==> src/rtl/tt_ran_sequencer_if.sv <==
`default_nettype none
// ============================================================================
// Module   : tt_ran_sequencer_if
// Brief    : Control/handshake bundle between pad pins, TRNG sequencer and consumer
// Revision : 1.0
// ============================================================================
interface tt_ran_sequencer_if #(
    parameter int WORD_W = 4
);
    logic              start;
    logic              ent_bit;
    logic              word_ack;
    logic              clear_fault;
    logic              ring_en;
    logic              sample_strobe;
    logic [WORD_W-1:0] word;
    logic              word_valid;
    logic              busy;
    logic              fault;
    logic [7:0]        word_count;

    modport slave (
        input  start, ent_bit, word_ack, clear_fault,
        output ring_en, sample_strobe, word, word_valid, busy, fault, word_count
    );

    modport master (
        output start, ent_bit, word_ack, clear_fault,
        input  ring_en, sample_strobe, word, word_valid, busy, fault, word_count
    );
endinterface
`default_nettype wire

==> src/rtl/tt_ran_sequencer.sv <==
`default_nettype none
// ============================================================================
// Module   : tt_ran_sequencer
// Brief    : TRNG control sequencer - ring warm-up, divided sampling, word
//            packing, repetition-count health test and valid/ack hand-off
// Revision : 1.0
// ============================================================================
module tt_ran_sequencer #(
    parameter int WORD_W     = 4,
    parameter int WARMUP_CYC = 64,
    parameter int SAMPLE_DIV = 8,
    parameter int REP_LIMIT  = 8
) (
    input  logic              clk,
    input  logic              rst,
    tt_ran_sequencer_if.slave bus
);
    localparam int WARM_W = (WARMUP_CYC > 1) ? $clog2(WARMUP_CYC) : 1;
    localparam int DIV_W  = (SAMPLE_DIV > 1) ? $clog2(SAMPLE_DIV) : 1;
    localparam int BIT_W  = (WORD_W > 1) ? $clog2(WORD_W) : 1;
    localparam int REP_W  = $clog2(REP_LIMIT + 1);

    localparam logic [WARM_W-1:0] c_warm_last = WARM_W'(WARMUP_CYC - 1);
    localparam logic [DIV_W-1:0]  c_div_last  = DIV_W'(SAMPLE_DIV - 1);
    localparam logic [BIT_W-1:0]  c_bit_last  = BIT_W'(WORD_W - 1);
    localparam logic [REP_W-1:0]  c_rep_limit = REP_W'(REP_LIMIT);

    typedef enum logic [2:0] {
        S_IDLE    = 3'd0,
        S_WARMUP  = 3'd1,
        S_COLLECT = 3'd2,
        S_HOLD    = 3'd3,
        S_FAULT   = 3'd4
    } state_t;

    state_t             state_q,  state_d;
    logic [WARM_W-1:0]  warm_q,   warm_d;
    logic [DIV_W-1:0]   div_q,    div_d;
    logic [BIT_W-1:0]   bit_q,    bit_d;
    logic [REP_W-1:0]   rep_q,    rep_d;
    logic               prev_q,   prev_d;
    logic [WORD_W-1:0]  shift_q,  shift_d;
    logic [WORD_W-1:0]  word_q,   word_d;
    logic [7:0]         count_q,  count_d;
    logic               strobe_q, strobe_d;

    logic [WORD_W:0]    shift_cat;
    logic [REP_W-1:0]   rep_next;

    always_comb begin
        state_d   = state_q;
        warm_d    = warm_q;
        div_d     = div_q;
        bit_d     = bit_q;
        rep_d     = rep_q;
        prev_d    = prev_q;
        shift_d   = shift_q;
        word_d    = word_q;
        count_d   = count_q;
        shift_cat = {shift_q, bus.ent_bit};
        // rep_q == 0 marks "no capture yet since warm-up", so the first bit always starts a run of 1
        rep_next  = ((rep_q != '0) && (bus.ent_bit == prev_q)) ? rep_q + 1'b1 : REP_W'(1);

        unique case (state_q)
            S_IDLE: begin
                if (bus.start) begin
                    state_d = S_WARMUP;
                    warm_d  = '0;
                    div_d   = '0;
                    bit_d   = '0;
                end
            end
            S_WARMUP: begin
                if (!bus.start) begin
                    state_d = S_IDLE;
                end else if (warm_q == c_warm_last) begin
                    state_d = S_COLLECT;
                    div_d   = '0;
                    bit_d   = '0;
                    rep_d   = '0;
                end else begin
                    warm_d = warm_q + 1'b1;
                end
            end
            S_COLLECT: begin
                if (!bus.start) begin
                    state_d = S_IDLE;
                    div_d   = '0;
                    bit_d   = '0;
                end else if (div_q == c_div_last) begin
                    div_d   = '0;
                    prev_d  = bus.ent_bit;
                    rep_d   = rep_next;
                    shift_d = shift_cat[WORD_W-1:0];
                    // A health failure outranks word completion: the suspect word is never published
                    if (rep_next == c_rep_limit) begin
                        state_d = S_FAULT;
                    end else if (bit_q == c_bit_last) begin
                        state_d = S_HOLD;
                        bit_d   = '0;
                        word_d  = shift_cat[WORD_W-1:0];
                    end else begin
                        bit_d = bit_q + 1'b1;
                    end
                end else begin
                    div_d = div_q + 1'b1;
                end
            end
            S_HOLD: begin
                if (bus.word_ack) begin
                    count_d = count_q + 8'd1;
                    div_d   = '0;
                    bit_d   = '0;
                    state_d = bus.start ? S_COLLECT : S_IDLE;
                end
            end
            S_FAULT: begin
                if (bus.clear_fault) begin
                    state_d = S_IDLE;
                    rep_d   = '0;
                end
            end
            default: begin
                state_d = S_IDLE;
            end
        endcase

        strobe_d = (state_d == S_COLLECT) && (div_d == c_div_last);
    end

    always_ff @(posedge clk) begin
        if (rst) begin
            state_q  <= S_IDLE;
            warm_q   <= '0;
            div_q    <= '0;
            bit_q    <= '0;
            rep_q    <= '0;
            prev_q   <= 1'b0;
            shift_q  <= '0;
            word_q   <= '0;
            count_q  <= '0;
            strobe_q <= 1'b0;
        end else begin
            state_q  <= state_d;
            warm_q   <= warm_d;
            div_q    <= div_d;
            bit_q    <= bit_d;
            rep_q    <= rep_d;
            prev_q   <= prev_d;
            shift_q  <= shift_d;
            word_q   <= word_d;
            count_q  <= count_d;
            strobe_q <= strobe_d;
        end
    end

    assign bus.ring_en       = (state_q == S_WARMUP) || (state_q == S_COLLECT) || (state_q == S_HOLD);
    assign bus.busy          = (state_q == S_WARMUP) || (state_q == S_COLLECT) || (state_q == S_HOLD);
    assign bus.word_valid    = (state_q == S_HOLD);
    assign bus.fault         = (state_q == S_FAULT);
    assign bus.sample_strobe = strobe_q;
    assign bus.word          = word_q;
    assign bus.word_count    = count_q;
endmodule
`default_nettype wire

==> src/flat_wrapper.sv <==
// flat-port wrapper written by rule: the top's interface ports become plain ports
module tt_ran_sequencer_flat 
#(
    parameter int WORD_W     = 4,
    parameter int WARMUP_CYC = 64,
    parameter int SAMPLE_DIV = 8,
    parameter int REP_LIMIT  = 8
)
  (clk, rst, bus_start, bus_ent_bit, bus_word_ack, bus_clear_fault, bus_ring_en, bus_sample_strobe, bus_word, bus_word_valid, bus_busy, bus_fault, bus_word_count);
  tt_ran_sequencer_if #(.WORD_W(WORD_W)) bus_i ();
  input  logic clk;
  input  logic rst;
  input wire logic [$bits(bus_i.start)-1:0] bus_start;
  input wire logic [$bits(bus_i.ent_bit)-1:0] bus_ent_bit;
  input wire logic [$bits(bus_i.word_ack)-1:0] bus_word_ack;
  input wire logic [$bits(bus_i.clear_fault)-1:0] bus_clear_fault;
  output wire logic [$bits(bus_i.ring_en)-1:0] bus_ring_en;
  output wire logic [$bits(bus_i.sample_strobe)-1:0] bus_sample_strobe;
  output wire logic [$bits(bus_i.word)-1:0] bus_word;
  output wire logic [$bits(bus_i.word_valid)-1:0] bus_word_valid;
  output wire logic [$bits(bus_i.busy)-1:0] bus_busy;
  output wire logic [$bits(bus_i.fault)-1:0] bus_fault;
  output wire logic [$bits(bus_i.word_count)-1:0] bus_word_count;
  assign bus_i.start = bus_start;
  assign bus_i.ent_bit = bus_ent_bit;
  assign bus_i.word_ack = bus_word_ack;
  assign bus_i.clear_fault = bus_clear_fault;
  assign bus_ring_en = bus_i.ring_en;
  assign bus_sample_strobe = bus_i.sample_strobe;
  assign bus_word = bus_i.word;
  assign bus_word_valid = bus_i.word_valid;
  assign bus_busy = bus_i.busy;
  assign bus_fault = bus_i.fault;
  assign bus_word_count = bus_i.word_count;
  tt_ran_sequencer #(.WORD_W(WORD_W), .WARMUP_CYC(WARMUP_CYC), .SAMPLE_DIV(SAMPLE_DIV), .REP_LIMIT(REP_LIMIT)) u_core (.clk(clk), .rst(rst), .bus(bus_i));
endmodule
==> config.mk <==
export PLATFORM = sky130hd
export DESIGN_NAME = tt_ran_sequencer_flat
export DESIGN_NICKNAME = d
export VERILOG_FILES = /design/src/rtl/tt_ran_sequencer_if.sv /design/src/rtl/tt_ran_sequencer.sv /design/src/flat_wrapper.sv
export SDC_FILE = /design/constraint.sdc
export NUM_CORES = 1
export LEC_CHECK = 0
export ABC_AREA = 1
export BUFFER_PORTS_ARGS = -buffer_cell sky130_fd_sc_hd__buf_2
export CORE_ASPECT_RATIO = 0.9
export CORE_MARGIN = 3
export CORE_UTILIZATION = 40
export DETAILED_ROUTE_END_ITERATION = 12
export GPL_TIMING_DRIVEN = 1
export SYNTH_ARGS = -nofsm -noshare
export SYNTH_HDL_FRONTEND = slang
export SYNTH_SLANG_ARGS = --single-unit
==> constraint.sdc <==
create_clock -name clk -period 1.5 [get_ports clk]
set_input_delay 0.075 -clock clk [delete_from_list [all_inputs] [get_ports clk]]
set_output_delay 0.075 -clock clk [all_outputs]
set_load 0.005 [all_outputs]
# After elaboration in Yosys (flattened, before gate mapping)
# Cells that the tools add are included.
[totals]
regBits = 35
word_cells = 90
input_bits = 6
output_inout_bits = 17
[classes]
reduce_logical = 15
muxes = 38
n_addsub = 5
eq_ne = 21
bitwise_logic = 1
[ops]
columns = ["operator", "count"]
rows = [
  ["two-way mux 3 bit", 15],
  ["two-way mux 4 bit", 6],
  ["two-way mux 2 bit", 9],
  ["two-way mux 6 bit", 3],
  ["case mux 3 bit (5 select lines)", 1],
  ["!= test 2 bit (second input constant)", 6],
  ["case mux 3 bit (4 select lines)", 1],
  ["case mux 4 bit (3 select lines)", 1],
  ["case mux 6 bit (2 select lines)", 1],
  ["equality test 3 x 2 -> 1 bit (second input constant)", 3],
  ["equality test 3 bit (second input constant)", 3],
  ["adder 8 x 1 -> 8 bit (second input constant)", 1],
  ["case mux 2 bit (4 select lines)", 1],
  ["nonzero test 4 bit", 2],
  ["AND reduction 7 bit", 1],
  ["adder 6 x 1 -> 6 bit (second input constant)", 1],
  ["equality test 6 bit (second input constant)", 1],
  ["AND reduction 6 bit", 1],
  ["AND reduction 5 bit", 1],
  ["adder 4 x 1 -> 4 bit (second input constant)", 1],
  ["equality test 4 bit (second input constant)", 1],
  ["!= test 2 x 1 -> 1 bit (second input constant)", 2],
  ["AND reduction 4 bit", 1],
  ["adder 3 x 1 -> 3 bit (second input constant)", 1],
  ["14 further kinds", 16],
]

# Longest topological paths before layout
[logic_depth]
word_depth = 10
ltp_mapped = 12
mapped_depth_nobuf = 12

# Worst setup path after synthesis
# OpenSTA, ideal clock, no wires.
[synth_path]
path_type = "register -> register"
from = "register u_core.rep_q[0]"
to = "register u_core.bit_q[1]"
arrival_ns = 1.467
synth_period_minus_slack_ns = 1.595
path_buffers = 0
stages_incl_launch_ff = 11
setup_ns = 0.128
path_slack_ns = -0.095
cell_sequence = "dfxtp_1 > inv_1 > ha_1 > nor2_1 > nand2_1 > nor2_1 > nand2_1 > nand3_1 > nand2_1 > nand2_1 > nor2_1"
[synth_via]
elab_chain_cells = 6
[synth_lines]
columns = ["element", "line_no", "rtl"]
rows = [
  ["start, declared", "tt_ran_sequencer.sv:40", "logic [REP_W-1:0] rep_q, rep_d;"],
  ["start signal, assigned", "tt_ran_sequencer.sv:148", "rep_q <= rep_d;"],
  ["branches (longest 2 deep; another with adder 4 x 1 -> 4 bit)", "-", ""],
  ["two-way mux 4 bit *", "tt_ran_sequencer.sv:62", "rep_next = ((rep_q != '0) && (bus.ent_bit == prev_q)) ? rep_q + 1'b1 : REP_W'(1);"],
  ["equality test 4 bit *", "tt_ran_sequencer.sv:96", "if (rep_next == c_rep_limit) begin"],
  ["!= test 3 bit (no line) *", "-", ""],
  ["AND reduction 7 bit (no line) *", "-", ""],
  ["end signal, assigned", "tt_ran_sequencer.sv:147", "bit_q <= bit_d;"],
  ["end, declared", "tt_ran_sequencer.sv:39", "logic [BIT_W-1:0] bit_q, bit_d;"],
]
# Mark *: on every way between the ends.
# A chain may end at the register's enable or synchronous reset.

# Worst setup path after layout
[layout_path]
from = "register u_core.rep_q[1]"
to = "register u_core.bit_q[1]"
# The elaborated chain is that of the path after synthesis.

==> summary.txt <==
mean post-synth cell area -> 7.00 um^2
Post-synth EDFFs -> 0
CP Cell Sequence -> inv_2, ha_4, nor2_1, nand2_1, nor2_4, nand2_2, nand3_2, nand2_1, nand2_1, nor2_1
CP max FO -> 4
initial antenna violation count -> 0
min Tclk post-route -> 1.46 ns
dominant cell type by area after synthesis -> dfxtp_1
Cell Pwr Density -> 801 nW/um^2
Slew @ Worst Pin -> 0.340 ns
Vias -> 1741
final-report hold violation count -> 0
input/output buffers -> 22
worst hold path type -> input port to flip-flop
DR WL/cell -> 11.5 um
final net count -> 319
sequential element share of the synthesized area -> 37.9%
GRT Util Overall -> 16.3%
dpl cell area -> 2100 um^2
Final Cell Area -> 2470 um^2
Placement Setup Slack -> -0.0498 ns
slew margin rel. -> 77.2%
Finished Core Util -> 58.8%
total gr overflow -> 0
Core Area -> 4210 um^2
Post-synth top cells -> nand2_1, nor2_1, dfxtp_1
total wire length -> 4220 um
share of post-route cells with drive strength above 1 -> 35.5%
power share of the combinational group -> 11.5%
hold slack -> 0.0636 ns
crit path DAT -> 1.62 ns
# DRC -> 0
Detailed Place HPWL -> 2860 um
WP data required -> 1.67 ns
area added between synthesis and finish -> 37.6%
clock root buffer -> clkbuf_8
slowest CP cell -> dfxtp_4
CTS Buf Count -> 5
status -> complete, no violations
Die Ht -> 69.6 um
Crit. End Element -> flip-flop
sequential cell area -> 699 um^2
fin worst setup slack -> 0.0441 ns
RSZ-0062 raised after global routing -> true
P_sw -> 0.000468 W
row count -> 22
die area -> 5340 um^2
Synth Net Count -> 270
Tcrit/Tclk final -> 97.1%
Max Clock Freq -> 687 MHz
Primary FF master, synth -> dfxtp_1
multi-input combinational cell area -> 1170 um^2
Final Skew -> 0.00497 ns
first-pass GRT wire length -> 7160 um
die width -> 76.7 um
Yosys top cell area share -> 37.9%
Synth async-reset ratio -> 0%
Final Slew Violations -> 0
largest cells by area after synthesis -> dfxtp_1, nand2_1, nor2_1, inv_1, nand3_1
Max Cap Viol -> 0
synth unique cells -> 29
Internal Power -> 0.00151 W
Initial DRT Pass Iterations -> 4
Net Sw Frac -> 23.6%
CTS max path bufs -> 2
# setup viols final -> 0
Seq pwr share -> 47.1%
most frequent CP cell -> nand2_1
post-synthesis cell count -> 257
Post-Syn Area -> 1800 um^2
IO Pins -> 23
Antenna Nets Post-Route -> 0
Max rail drop VDD -> 0.590 mV
most common cell in the netlist -> nand2_1
fillers -> 397
clock share of power -> 41.3%
TNS Setup -> 0 ns
Yosys warnings -> 0
drt via density -> 4.74
Starting Density -> 42.7%
initial DRC count -> 105
clock latency on the worst-skew pair -> 0.28 ns
P_leak -> 1.11 nW
RD Place Congestion -> 0.815
hold path cells -> 3
R2R cell count -> 10
Antenna diodes -> 0
Yosys reg bits -> 34
CTS Sinks -> 34
Reg clk slew, reported paths -> 0.07 ns
number of global-route vias before repair -> 1611
CP Launch Type -> flip-flop
Setup CP Type -> flip-flop to flip-flop
largest net degree at the start of global routing -> 18
CTS tree -> built
H-tree Lvls -> 2
slowest cell delay on critical path -> 0.38 ns
-- cell families (layout without fill, tap and decap cells) --
kind of cell	Yosys count	count (layout)	share of synthesized area, %
adder cells (fa/ha/maj)	7	7	4.87
buffers and inverters	36	86	7.79
AND/OR/NAND/NOR	139	139	35.7
flip-flops	34	34	37.9
AO/OA/AOI/OAI	37	37	11.8
XOR/XNOR	4	4	1.95
-- per-layer routing --
layer / track usage [%] / wire, um / vias up
met4: 5.43 / 31 / 0
met3: 3.90 / 120 / 5
li1: - / - / 922
met1: 22.5 / 2110 / 787
met5: 0 / 0 / -
met2: 24.8 / 1960 / 27
-- timing repair --
item | 4_1_cts | 5_1_grt
hold buffers | 0 | 0
pin swaps | 11 | 23
resized for setup | 15 | 44
setup endpoints to repair | 8 | 21
endpoints found under the hold margin | 0 | 0
setup buffers | 1 | 7
-- final timing paths --
path                     startpoint                 end  slack, ns
setup / recovery    u_core.rep_q[1]     u_core.bit_q[1]       0.04
hold / removal          bus_ent_bit  u_core.bus.word[0]       0.06
setup reg to reg    u_core.rep_q[1]     u_core.bit_q[1]       0.04
hold reg to reg   u_core.shift_q[2]  u_core.bus.word[3]       0.48
-- power by group through the flow --
stage          logic (W)  registers (W)  clock network (W)
2_1_floorplan   0.000117       0.000949                  0
3_3_place_gp    0.000182       0.000951                  0
3_5_place_dp    0.000182       0.000951                  0
4_1_cts         0.000191       0.000931           0.000838
5_1_grt         0.000257       0.000936           0.000871
6_report        0.000228       0.000934           0.000819
-- state kept, by name (all words and copies together) (netlist names) --
register / flops
u_core.bus.word: 4
u_core.div_q: 3
u_core.warm_q: 6
u_core.state_q: 3
u_core.rep_q: 4
u_core.shift_q: 3
u_core.bus.sample_strobe: 1
u_core.bus.word_count: 8
u_core.bit_q: 2
-- through the flow --
stage	instances	power, W
6_report	367	0.00198
5_1_grt	367	0.00206
4_1_cts	360	0.00196
3_5_place_dp	351	0.00113
3_3_place_gp	351	0.00113
2_1_floorplan	257	0.00107
-- cell type report --
type	count	share of cell area, %
Tap cell	60	3.03
Clock inverter	1	1.21
Timing Repair Buffer	45	11.9
Inverter	33	5.01
Multi-Input combinational cell	187	47.5
Sequential cell	34	28.3
Clock buffer	7	3.08
-- cell usage in the layout, fill, tap and decap left out, types with 5 or more instances in the layout --
cell,n
a21oi_1,16
buf_2,22
buf_4,22
clkbuf_8,5
dfxtp_1,27
inv_1,27
inv_2,6
nand2_1,47
nand2_2,8
nand2_4,6
nand3_1,14
nor2_1,36
nor2_2,5
nor2_4,7
o21ai_0,9
-- worst max-delay path: cells and delay by family (launching register included) --
family	cells	cell delay, ns
and+or+nand+nor	8	0.67
buffers and inverters	1	0.05
adders and majority gates	1	0.23
DFF	1	0.38
No activity file was read; power rests on OpenSTA's default activity.
